==> src/rtl/nibble_word_packer.sv <==
// nibble_word_packer
// Drains nibbles from a 4-bit synchronous FIFO with a registered read port and
// packs them little-endian into NIB_W*NIBS-bit words on a valid/ready port.
// A flush pushes out any partial word, with out_keep marking the valid nibbles.
module nibble_word_packer #(
  parameter int NIB_W = 4,
  parameter int NIBS  = 4
) (
  input  logic                  clk,
  input  logic                  rst,
  input  logic                  fifo_empty,
  input  logic [NIB_W-1:0]      fifo_data,
  output logic                  fifo_rd_en,
  input  logic                  flush,
  output logic [NIB_W*NIBS-1:0] out_data,
  output logic [NIBS-1:0]       out_keep,
  output logic                  out_valid,
  input  logic                  out_ready,
  output logic                  busy
);

  localparam int WORD_W = NIB_W * NIBS;
  localparam int CNT_W  = $clog2(NIBS + 1);

  localparam logic [CNT_W-1:0] CNT_ZERO = {CNT_W{1'b0}};
  localparam logic [CNT_W-1:0] CNT_ONE  = CNT_W'(1);
  localparam logic [CNT_W-1:0] CNT_FULL = CNT_W'(NIBS);

  // Registered state
  logic [WORD_W-1:0] acc_r;
  logic [CNT_W-1:0]  cnt_r;
  logic              pend_r;
  logic              flush_req_r;
  logic [WORD_W-1:0] out_data_r;
  logic [NIBS-1:0]   out_keep_r;
  logic              out_valid_r;
  logic              busy_r;

  // Combinational decisions and next-state values
  logic              slot_free_s;
  logic              full_xfer_s;
  logic              part_xfer_s;
  logic [CNT_W:0]    fill_s;
  logic              rd_en_s;
  logic [NIBS-1:0]   part_keep_s;
  logic [WORD_W-1:0] acc_nxt_s;
  logic [CNT_W-1:0]  cnt_nxt_s;
  logic              pend_nxt_s;
  logic              flush_req_nxt_s;
  logic [WORD_W-1:0] out_data_nxt_s;
  logic [NIBS-1:0]   out_keep_nxt_s;
  logic              out_valid_nxt_s;
  logic              busy_nxt_s;

  // Transfer conditions and the FIFO read request.
  always_comb begin
    slot_free_s = !out_valid_r || out_ready;
    full_xfer_s = (cnt_r == CNT_FULL) && slot_free_s;
    part_xfer_s = flush_req_r && !pend_r && (cnt_r != CNT_ZERO) &&
                  (cnt_r < CNT_FULL) && slot_free_s;
    // Nibbles held plus the one in flight; a read is allowed while this is
    // below a full word, or when the full word leaves on this same edge.
    fill_s      = {1'b0, cnt_r} + {{CNT_W{1'b0}}, pend_r};
    rd_en_s     = !rst && !fifo_empty && !flush_req_r &&
                  ((fill_s < {1'b0, CNT_FULL}) || full_xfer_s);
  end

  assign fifo_rd_en = rd_en_s;

  // Keep mask for a partial word: the low cnt nibbles are valid.
  always_comb begin
    part_keep_s = {NIBS{1'b0}};
    for (int i = 0; i < NIBS; i++) begin
      part_keep_s[i] = (CNT_W'(i) < cnt_r);
    end
  end

  // Next-state: capture, word transfer, flush tracking and output handshake.
  always_comb begin
    acc_nxt_s       = acc_r;
    cnt_nxt_s       = cnt_r;
    pend_nxt_s      = rd_en_s;
    flush_req_nxt_s = flush_req_r;
    out_data_nxt_s  = out_data_r;
    out_keep_nxt_s  = out_keep_r;
    out_valid_nxt_s = out_valid_r && !out_ready;

    // The nibble read last cycle lands in slot cnt.
    if (pend_r) begin
      for (int i = 0; i < NIBS; i++) begin
        acc_nxt_s[i*NIB_W +: NIB_W] = (CNT_W'(i) == cnt_r) ? fifo_data
                                                           : acc_r[i*NIB_W +: NIB_W];
      end
      cnt_nxt_s = cnt_r + CNT_ONE;
    end else begin
      cnt_nxt_s = cnt_r;
    end

    // A transfer never coincides with a capture, so it may overwrite acc/cnt.
    if (full_xfer_s) begin
      out_data_nxt_s  = acc_r;
      out_keep_nxt_s  = {NIBS{1'b1}};
      out_valid_nxt_s = 1'b1;
      acc_nxt_s       = {WORD_W{1'b0}};
      cnt_nxt_s       = CNT_ZERO;
    end else if (part_xfer_s) begin
      // Unfilled nibbles of acc are already zero since acc clears per word.
      out_data_nxt_s  = acc_r;
      out_keep_nxt_s  = part_keep_s;
      out_valid_nxt_s = 1'b1;
      acc_nxt_s       = {WORD_W{1'b0}};
      cnt_nxt_s       = CNT_ZERO;
    end else begin
      out_data_nxt_s  = out_data_r;
      out_keep_nxt_s  = out_keep_r;
    end

    // A new flush request wins over completion of the previous one.
    if (flush) begin
      flush_req_nxt_s = 1'b1;
    end else if (flush_req_r &&
                 (((cnt_r == CNT_ZERO) && !pend_r) || part_xfer_s || full_xfer_s)) begin
      flush_req_nxt_s = 1'b0;
    end else begin
      flush_req_nxt_s = flush_req_r;
    end

    busy_nxt_s = (cnt_nxt_s != CNT_ZERO) || pend_nxt_s || out_valid_nxt_s ||
                 flush_req_nxt_s;
  end

  // State and output registers with synchronous reset.
  always_ff @(posedge clk) begin
    if (rst) begin
      acc_r       <= {WORD_W{1'b0}};
      cnt_r       <= CNT_ZERO;
      pend_r      <= 1'b0;
      flush_req_r <= 1'b0;
      out_data_r  <= {WORD_W{1'b0}};
      out_keep_r  <= {NIBS{1'b0}};
      out_valid_r <= 1'b0;
      busy_r      <= 1'b0;
    end else begin
      acc_r       <= acc_nxt_s;
      cnt_r       <= cnt_nxt_s;
      pend_r      <= pend_nxt_s;
      flush_req_r <= flush_req_nxt_s;
      out_data_r  <= out_data_nxt_s;
      out_keep_r  <= out_keep_nxt_s;
      out_valid_r <= out_valid_nxt_s;
      busy_r      <= busy_nxt_s;
    end
  end

  assign out_data  = out_data_r;
  assign out_keep  = out_keep_r;
  assign out_valid = out_valid_r;
  assign busy      = busy_r;

endmodule
==> config.mk <==
export PLATFORM = sky130hd
export DESIGN_NAME = nibble_word_packer
export DESIGN_NICKNAME = d
export VERILOG_FILES = /design/src/rtl/nibble_word_packer.sv
export SDC_FILE = /design/constraint.sdc
export NUM_CORES = 1
export LEC_CHECK = 0
export CAP_MARGIN = 20
export CORE_MARGIN = 5
export CORE_UTILIZATION = 30
export DETAILED_ROUTE_END_ITERATION = 6
export GPL_ROUTABILITY_DRIVEN = 0
export PLACE_DENSITY = 0.6
export SYNTH_ARGS = -nofsm -noshare
export SYNTH_HDL_FRONTEND = slang
export SYNTH_SLANG_ARGS = --single-unit
==> constraint.sdc <==
create_clock -name clk -period 3.1 [get_ports clk]
set_input_delay 0.31 -clock clk [delete_from_list [all_inputs] [get_ports clk]]
set_output_delay 0.31 -clock clk [all_outputs]
set_load 0.005 [all_outputs]
==> summary.txt <==
Place
  • Placed Cells: between 200 and 300
  • DP HPWL: 2480 µm
  • Place WS: between 700 and 800 ps
  • Port bufs: 31

Cells and area
  • Nets: 221
  • Non-Filler Instances: 284
  • Share of cells above drive strength 1: 13.9%
  • Final core utilization: approximately two fifths
  • Area grow syn2layout: 25.2%
  • Seq. cell area: 861 µm²
  • Number of fill cells: ~600
  • Area occupied by multi-input gates: around 830 µm²
  • Ant diodes: 0

Power and ir drop
  • Static Leakage: about 0.93 nW
  • Power Density: a little under 500 nW/µm²
  • Overall power: roughly 0.0011 W
  • Peak VDD IR: 0.170 mV

Detailed routing
  • Final ANT Viol Nets: 0
  • Routed vias: roughly 1200
  • DRC errors left: 0
  • Iteration-0 DRC Markers: 52
  • Drt wl/cell: 12.1 µm
  • Vias per inst: 4.35
  • 1st-pass router iterations: 4
  • Routed WL: roughly 3400 µm

Min path
  • Hold Path Origin: acc_r[10]
  • HP Class: reg -> reg
  • Worst Hold Depth: 2

Timing
  • Slew Viols, Final: 0
  • Slew @ Worst Pin: between 600 and 700 ps
  • Hold Violations, Final: 0
  • Minimum clock period: roughly 2500 ps
  • Clock skew: 5.32 ps
  • Setup TNS: 0 ps
  • Tcrit/Tclk final: roughly 80%
  • RSZ-0062 raised after global routing: false
  • Max Clk Rate: slightly above 0.4 GHz
  • Max-slew headroom: 58.5%
  • Final setup fails: 0
  • Worst setup margin: 617 ps

GRT
  • Vias in the first global route: approximately 1200
  • Layer with the highest usage: met2
  • Met1 Usage GRT: between 10% and 20%
  • Tot GR Track Use: roughly a tenth
  • GR Overflow Total: 0
  • Wire length of the first global-routing pass: between 5000 and 6000 µm
  • Met2 GRT Util: approximately 15%
  • Largest net degree at the start of global routing: 25
  • Initial antenna violation count: 0
  • M3 GR Usage: under 10%

Worst setup path
  • CP top delay family: buffers and inverters
  • Startpoint types: register
  • Critical Path End Type: output port
  • Worst reg-to-reg path cell count: 7
  • CP Class: reg -> out
  • Crit path top cell by count: a21oi_1
  • CP Cell Sequence: ha_1, a21oi_1, a21oi_1, or4_1, inv_1, clkdlybuf4s50_1
  • Crit path from: pend_r
  • Slowest cell on crit path: clkdlybuf4s50_1
  • Critical path's largest stage delay: 490 ps
  • CP required: about 2800 ps
  • WP depth: 6
  • Arr. time, crit path: 2170 ps
  • Reg-to-reg critical path startpoint: cnt_r[1]
  • Crit path max fanout: 8
  • Buffers plus inverters on the worst setup path: 2

Clocking
  • Clock latency on the worst-skew pair: 290 ps
  • Clk root buf: clkbuf_8
  • H-tree depth: 2
  • Bufs on Longest Clock Path: 2
  • Hold buffers post-CTS: 0
  • Clock transition at the registers of the reported paths: approximately 80 ps
  • Setup Buffers After CTS: 0
  • # resized after CTS: 0
  • CTS tree: built
  • CTS Sinks: 43
  • Num CTS Buffers: 5

Yosys
  • Sequential share of the synthesized area: 47.1%
  • Syn nets: 191
  • Synth Cell Area: approximately 1800 µm²
  • Unique masters post-synth: 29
  • Post-Syn Area per Cell: 10.3 µm²
  • Synth Warn #: 0
  • Synthesis-stage register bit count: 43
  • Mapped Cells: between 150 and 200

Die
  • Top Ports: 32
  • Die area: 7750 µm²
  • Die Span Y: 88.1 µm
  • Die width: approximately 88 µm
  • Rows: 28
  • Area of the core: 5920 µm²
  • Initial Util: 30.9%

Run status
  • Run status: complete, no violations

Job
  • Max-cap viol count: 0
cells in the mapped netlist (all sizes together):
cell	count	area [µm²]
or4	1	7.51
nor3b	2	20.0
a41oi	1	8.76
nand2	13	48.8
dfxtp	43	861
nor3	1	5.00
nor2b	1	6.26
xor2	1	8.76
a221oi	3	45.0
inv	10	37.5
and2	2	12.5
mux2i	25	250
nor2	33	196
a31oi	2	12.5
nor4b	1	23.8
nand3	9	45.0
clkbuf	4	15.0
a21oi	10	50.1
buf	7	81.3
a211oi	1	12.5
nand2b	2	12.5
ha	4	50.1
o21ai	1	8.76
xnor2	1	8.76
final cells by class:
type	count	share of cell area, %
Tap cell	75	4.10
Multi-Input combinational cell	114	36.4
Inverter	10	1.64
Clock buffer	6	3.61
Sequential cell	43	37.6
Clock inverter	2	1.53
Timing Repair Buffer	34	15.1
sequential cells by signal, indices dropped and copies added (netlist names):
register,cells
acc_r,16
flush_req_r,1
out_valid,1
busy,1
cnt_r,3
out_keep,4
out_data,16
pend_r,1
cells by family after synthesis:
kind of cell    after synthesis  synth area share [%]
simple gates                 65                  20.7
flops                        43                  47.1
mux                          25                  13.7
buf+inv                      21                  7.32
compound gates               18                  7.53
fa+ha+maj                     4                  2.74
xor+xnor                      2                 0.958
through the flow:
stage | instance area (µm²) | hold WS (ps)
global placement | 2170 | 448
finish | 2290 | 457
floorplan | 1830 | 434
global route | 2290 | 483
CTS | 2290 | 460
detailed placement | 2170 | 449
tightest hold or removal path: stages (launching register included):
cell     delay (ps)
dfxtp_1         310
nand2_1          50
a21oi_1          50
routing by layer:
metal | vias to the layer above | part of all wire, %
met5 | - | 0
met4 | 0 | 2.1
met3 | 7 | 5.9
met2 | 26 | 45
met1 | 555 | 47
li1 | 647 | -
path summary, 6_finish.rpt:
check                to  slack, ps
max          fifo_rd_en        620
min           acc_r[10]        460
min reg2reg   acc_r[10]        460
max reg2reg   acc_r[12]        890
cell usage in the layout, fill, tap and decap left out:
master / n
clkbuf_8: 6
and2_1: 2
clkdlybuf4s50_1: 31
nor3b_2: 1
a31oi_1: 2
buf_12: 1
mux2i_1: 25
nand2b_1: 2
a21oi_1: 10
buf_4: 2
or4_1: 1
o21ai_2: 1
nand3_1: 9
a41oi_1: 1
nor2_2: 2
bufinv_16: 1
nor4b_4: 1
nor2b_1: 1
clkinv_2: 1
inv_1: 10
a211oi_2: 1
a221oi_2: 3
xnor2_1: 1
nor2_1: 22
xor2_1: 1
nor3_1: 1
nor3b_1: 1
nor2_4: 9
ha_1: 4
dfxtp_1: 43
nand2_1: 13
power breakdown:
| part | total (W) | internal, W | switching, W | leakage [nW] |
|---|---|---|---|---|
| Sequential | 0.000573 | 0.000563 | 0.00000974 | 0.348 |
| Clock | 0.000442 | 0.000261 | 0.000182 | 0.0612 |
| Combinational | 0.0000948 | 0.0000440 | 0.0000509 | 0.520 |
| Total | 0.00111 | 0.000867 | 0.000242 | 0.929 |
Note: power is estimated with default switching activity, not from simulation.
